<file path="config.mk">
export PLATFORM = sky130hd
export DESIGN_NAME = fetch_unit
export DESIGN_NICKNAME = d
export VERILOG_FILES = /design/src/rtl/fetch_unit.sv
export SDC_FILE = /design/constraint.sdc
export NUM_CORES = 1
export LEC_CHECK = 0
export CAP_MARGIN = 20
export CORE_MARGIN = 2
export CORE_UTILIZATION = 30
export DETAILED_ROUTE_END_ITERATION = 10
export RECOVER_POWER = 25
export SKIP_CTS_REPAIR_TIMING = 1
export SYNTH_ARGS = -nofsm -noshare
export SYNTH_HDL_FRONTEND = slang
export SYNTH_SLANG_ARGS = --single-unit
</file>
<file path="constraint.sdc">
create_clock -name CLK -period 2.41 [get_ports CLK]
set_clock_uncertainty 0.2 [all_clocks]
set_input_delay 0.6025 -clock CLK [delete_from_list [all_inputs] [get_ports CLK]]
set_output_delay 0.6025 -clock CLK [all_outputs]
set_load 0.01 [all_outputs]
</file>
<file path="src/rtl/fetch_unit.sv">
// Instruction-fetch stage: owns the PC, reads the instruction ROM combinationally,
// resolves branches/stalls/halt and counts retired instructions.
module fetch_unit #(
    parameter int PW    = 8,
    parameter int IW    = 9,
    parameter int DEPTH = 256,
    // ROM image packed low-entry-first: entry i lives at bits [i*IW +: IW]
    parameter logic [DEPTH*IW-1:0] ROM_IMAGE = '0
) (
    input  logic          CLK,
    input  logic          start,
    input  logic          stall,
    input  logic          branch,
    input  logic          jump,
    input  logic [PW-1:0] target,
    input  logic          halt,
    output logic [IW-1:0] Instruction,
    output logic [PW-1:0] PC,
    output logic          valid,
    output logic          taken,
    output logic          halted,
    output logic [15:0]   inst_count
);

    typedef enum logic [1:0] {
        BOOT   = 2'd0,
        RUN    = 2'd1,
        HALTED = 2'd2
    } state_t;

    state_t      state;
    logic [15:0] countNext;
    logic [IW-1:0] romWord;

    assign countNext = (inst_count == 16'hFFFF) ? inst_count : inst_count + 16'd1;

    always_ff @(posedge CLK) begin
        if (start) begin
            state      <= BOOT;
            PC         <= '0;
            valid      <= 1'b0;
            taken      <= 1'b0;
            halted     <= 1'b0;
            inst_count <= '0;
        end else begin
            case (state)
                BOOT: begin
                    state <= RUN;
                    valid <= 1'b1;
                end
                RUN: begin
                    // halt outranks stall, which outranks any branch request
                    if (halt) begin
                        state      <= HALTED;
                        valid      <= 1'b0;
                        halted     <= 1'b1;
                        taken      <= 1'b0;
                        inst_count <= countNext;
                    end else if (stall) begin
                        taken <= 1'b0;
                    end else begin
                        inst_count <= countNext;
                        if (branch && jump) begin
                            PC    <= target;
                            taken <= 1'b1;
                        end else begin
                            PC    <= PC + PW'(1);
                            taken <= 1'b0;
                        end
                    end
                end
                HALTED: begin
                end
                default: begin
                    state <= BOOT;
                    valid <= 1'b0;
                end
            endcase
        end
    end

    assign romWord = ROM_IMAGE[PC*IW +: IW];

    // Addresses beyond a shallow ROM read as all-zero instead of aliasing
    generate
        if (DEPTH < 2**PW) begin : g_partial
            assign Instruction = (int'(PC) < DEPTH) ? romWord : '0;
        end else begin : g_full
            assign Instruction = romWord;
        end
    endgenerate

endmodule
</file>
==> impl_metrics.py, run 1 <==
metrics = {
    "clock_network": {
        "root_buffer": "clkbuf_8",
        "path_clk_slew_ns": 0.10,
        "clock_sinks": 28,
        "cts_tree": "done",
        "htree_levels": 1,
        "cts_made_buffers": 3,
        "clk_latency_ns": 0.28,
        "cts_buffer_depth": 2,
    },
    "flow_run": {
        "drv_cap": 0,
    },
    "global_routing": {
        "overflow": 0,
        "grt_first_pass_wirelength_mm": 6.10,
        "grt_max_degree": 17,
        "grt_pass1_vias": 1345,
        "antenna_found_initial": 0,
        "track_usage_pct": 13.6,
    },
    "finish": {
        "utilization_pct": 44.1,
        "multi_input_comb_area_sq_um": 891,
        "seq_area_sq_um": 561,
        "drive_above_1_share_pct": 10.6,
        "antenna_cells": 0,
        "area_growth_pct": 39.0,
        "n_fill_cell": 517,
        "final_nets": 253,
        "fin_cells": 303,
        "final_area_sq_mm": 0.00212,
    },
    "pwr": {
        "sw_frac_of_total_pct": 22.6,
        "pwr-share-seq_pct": 49.3,
        "fin_total_pwr_mw": 0.980,
        "vdd_drop_max_uv": 392,
        "p_sw_mw": 0.222,
        "pwr-share-comb_pct": 12.5,
        "pwr-share-clk_pct": 38.2,
        "p_int_mw": 0.759,
        "p_leak_nw": 0.736,
        "power.density_mw_per_mm2": 462,
    },
    "worst_hold_path": {
        "min_path_type": "reg2reg",
        "holdCritStartpoint": "halted",
    },
    "worst_setup_path": {
        "end_kind": "register",
        "cp_cell_sequence": "clkdlybuf4s50_1 -> nand2b_1 -> o41ai_4 -> nor4_1 -> mux2_2",
        "worstSetupStartpointType": "primary input",
        "path_class": "in2reg",
        "critPathArrivalTime_ns": 2.14,
        "r2r_start": "inst_count[0]",
        "cp_slowest_stage_delay_ns": 0.47,
        "cp_data_required_time_ns": 2.39,
        "timing.critical_path.fanout_max": 8,
        "cp_slowest_cell": "clkdlybuf4s50_1",
        "path_buf_inv": 1,
        "crit_start": "halt",
        "critPathTopFamily": "simple AND/OR/NAND/NOR gates",
    },
    "sta": {
        "worstMarginPinSlew_ns": 0.647,
        "fin_crit_ns": 2.16,
        "hold_violations": 0,
        "fmax_mhz": 464,
        "setup_violations": 0,
        "slew_headroom_pct": 56.9,
        "timing.hold.ws_ns": 0.290,
        "drv_slew": 0,
        "fin_crit_sh_pct": 89.5,
        "rsz0062_at_grt": "no",
    },
    "yosys": {
        "synth_cell_types": 38,
        "syn_area_sq_mm": 0.00153,
        "yosysWarnings": 0,
        "synth-seq-cells": 28,
        "netlist_instances": 187,
        "synth_top_flop_cell": "dfxtp_1",
        "async_reset_ff_share_pct": 0,
        "syn_avg_cell_area_sq_um": 8.17,
        "synth_edf_count": 0,
        "synth-seq-area-share_pct": 36.7,
    },
    "die": {
        "fp.dieArea_sq_mm": 0.00568,
        "num_io_pins": 50,
        "rows": 25,
        "start_util_pct": 31.7,
        "die_w_um": 75.4,
        "fp.dieH_um": 75.4,
        "coreArea_sq_mm": 0.00482,
    },
    "place": {
        "dp_cells": 299,
        "dpl.hpwl_mm": 2.71,
        "io_buffers": 40,
        "placed_area_sq_mm": 0.00206,
        "routabilityCongestion": 0.792,
    },
    "route": {
        "viasPerCell": 5.03,
        "drtAntennaViolNets": 0,
        "vias": 1524,
        "wl_mm": 3.67,
        "firstDrtPassIters": 4,
        "wire_per_inst_um": 12.1,
        "route.detailed.drc": 0,
        "dr.first_iter.drc_count": 72,
    },
    "run_status": {
        "status": "completed",
    },
}
==> cell usage in the layout (no fill, tap or decap), drive strengths merged, types with 6 or more instances in the layout <==
cell type,instances
o31ai,10
nand3,12
o21ai,12
nor2,12
or3,6
clkdlybuf4s50,35
conb,9
or4,8
a21oi,17
dfxtp,28
nand2,15
buf,14
==> power groups by stage <==
stage	Clock, mW	Sequential [mW]	Combinational (mW)
6_report	0.375	0.483	0.123
5_1_grt	0.408	0.485	0.136
3_5_place_dp	0	0.494	0.125
3_3_place_gp	0	0.494	0.125
2_1_floorplan	0	0.496	0.0654
4_1_cts	0.393	0.484	0.126
==> cell usage after synthesis (3+ instances only) <==
library cell	instances	area, sq um
dfxtp_1	28	561
a21oi_1	17	85.1
nand2_1	15	56.3
nor2_1	12	45.0
o21ai_0	12	60.1
nand3_1	11	55.1
o31ai_1	10	75.1
buf_4	9	67.6
or4_1	8	60.1
clkbuf_1	6	22.5
or3_1	6	37.5
nand4_1	5	31.3
a22oi_1	4	30.0
and3_1	4	25.0
a31oi_1	3	18.8
buf_2	3	15.0
nand2b_1	3	18.8
nor2b_1	3	18.8
nor4_1	3	18.8
o41ai_1	3	26.3
==> routing by layer <==
layer / routed length [um] / track usage (%) / up-vias / part of all wire, %
met3: 190 / 3.44 / 2 / 5.2
met4: 17 / 3.70 / 0 / 0.46
met2: 1660 / 21.7 / 36 / 45
met1: 1800 / 18.3 / 693 / 49
li1: - / - / 793 / -
met5: 0 / 0 / - / 0
==> flip-flops by register name (all words and copies together) (netlist names) <==
register	flops
taken	1
PC	8
state	1
halted	1
inst_count	16
valid	1
==> worst paths after layout <==
check	depth (start not counted)	slack (ns)	end
min	2	0.29	halted
min reg2reg	2	0.29	halted
max	5	0.25	inst_count[13]
max reg2reg	5	0.26	inst_count[13]
==> through the flow <==
step	TNS, ns	worst slack (ns)
2_1_floorplan	0	0.366
3_3_place_gp	-0.0299	-0.0209
3_5_place_dp	-0.141	-0.0687
4_1_cts	0	0.246
5_1_grt	0	0.143
6_report	0	0.254
==> final cells by class <==
cell class | count | share of cell area [%]
inverters | 2 | 0.354
flip-flops and latches | 28 | 26.4
multi-input cells | 147 | 42.0
well taps | 67 | 3.95
repair buffers | 55 | 24.0
clock buffers | 3 | 1.94
clock inverters | 1 | 1.41
==> cells by family after synthesis <==
family,Yosys count,share of synthesized area (%)
and+or+nand+nor,78,28.0
AOI/OAI and AO/OA,55,23.9
DFF,28,36.7
buffers and inverters,20,7.37
muxes,3,2.13
adders and majority gates,2,1.64
other,1,0.245
==> worst register-to-register path, delay by kind of cell (launching register included) <==
kind | cells | cell delay [ns]
flip-flops | 1 | 0.42
adder cells (fa/ha/maj) | 1 | 0.24
AND/OR/NAND/NOR | 2 | 0.33
AO/OA/AOI/OAI | 1 | 0.58
multiplexers | 1 | 0.29
No activity file was read; power rests on OpenSTA's default activity.
==> run 2, diff against run 1 <==
- CTS_CLUSTER_DIAMETER: unset -> 100
==> results of run 2 <==
Same layout as run 1: the final DEF is identical, and so are final timing and power.
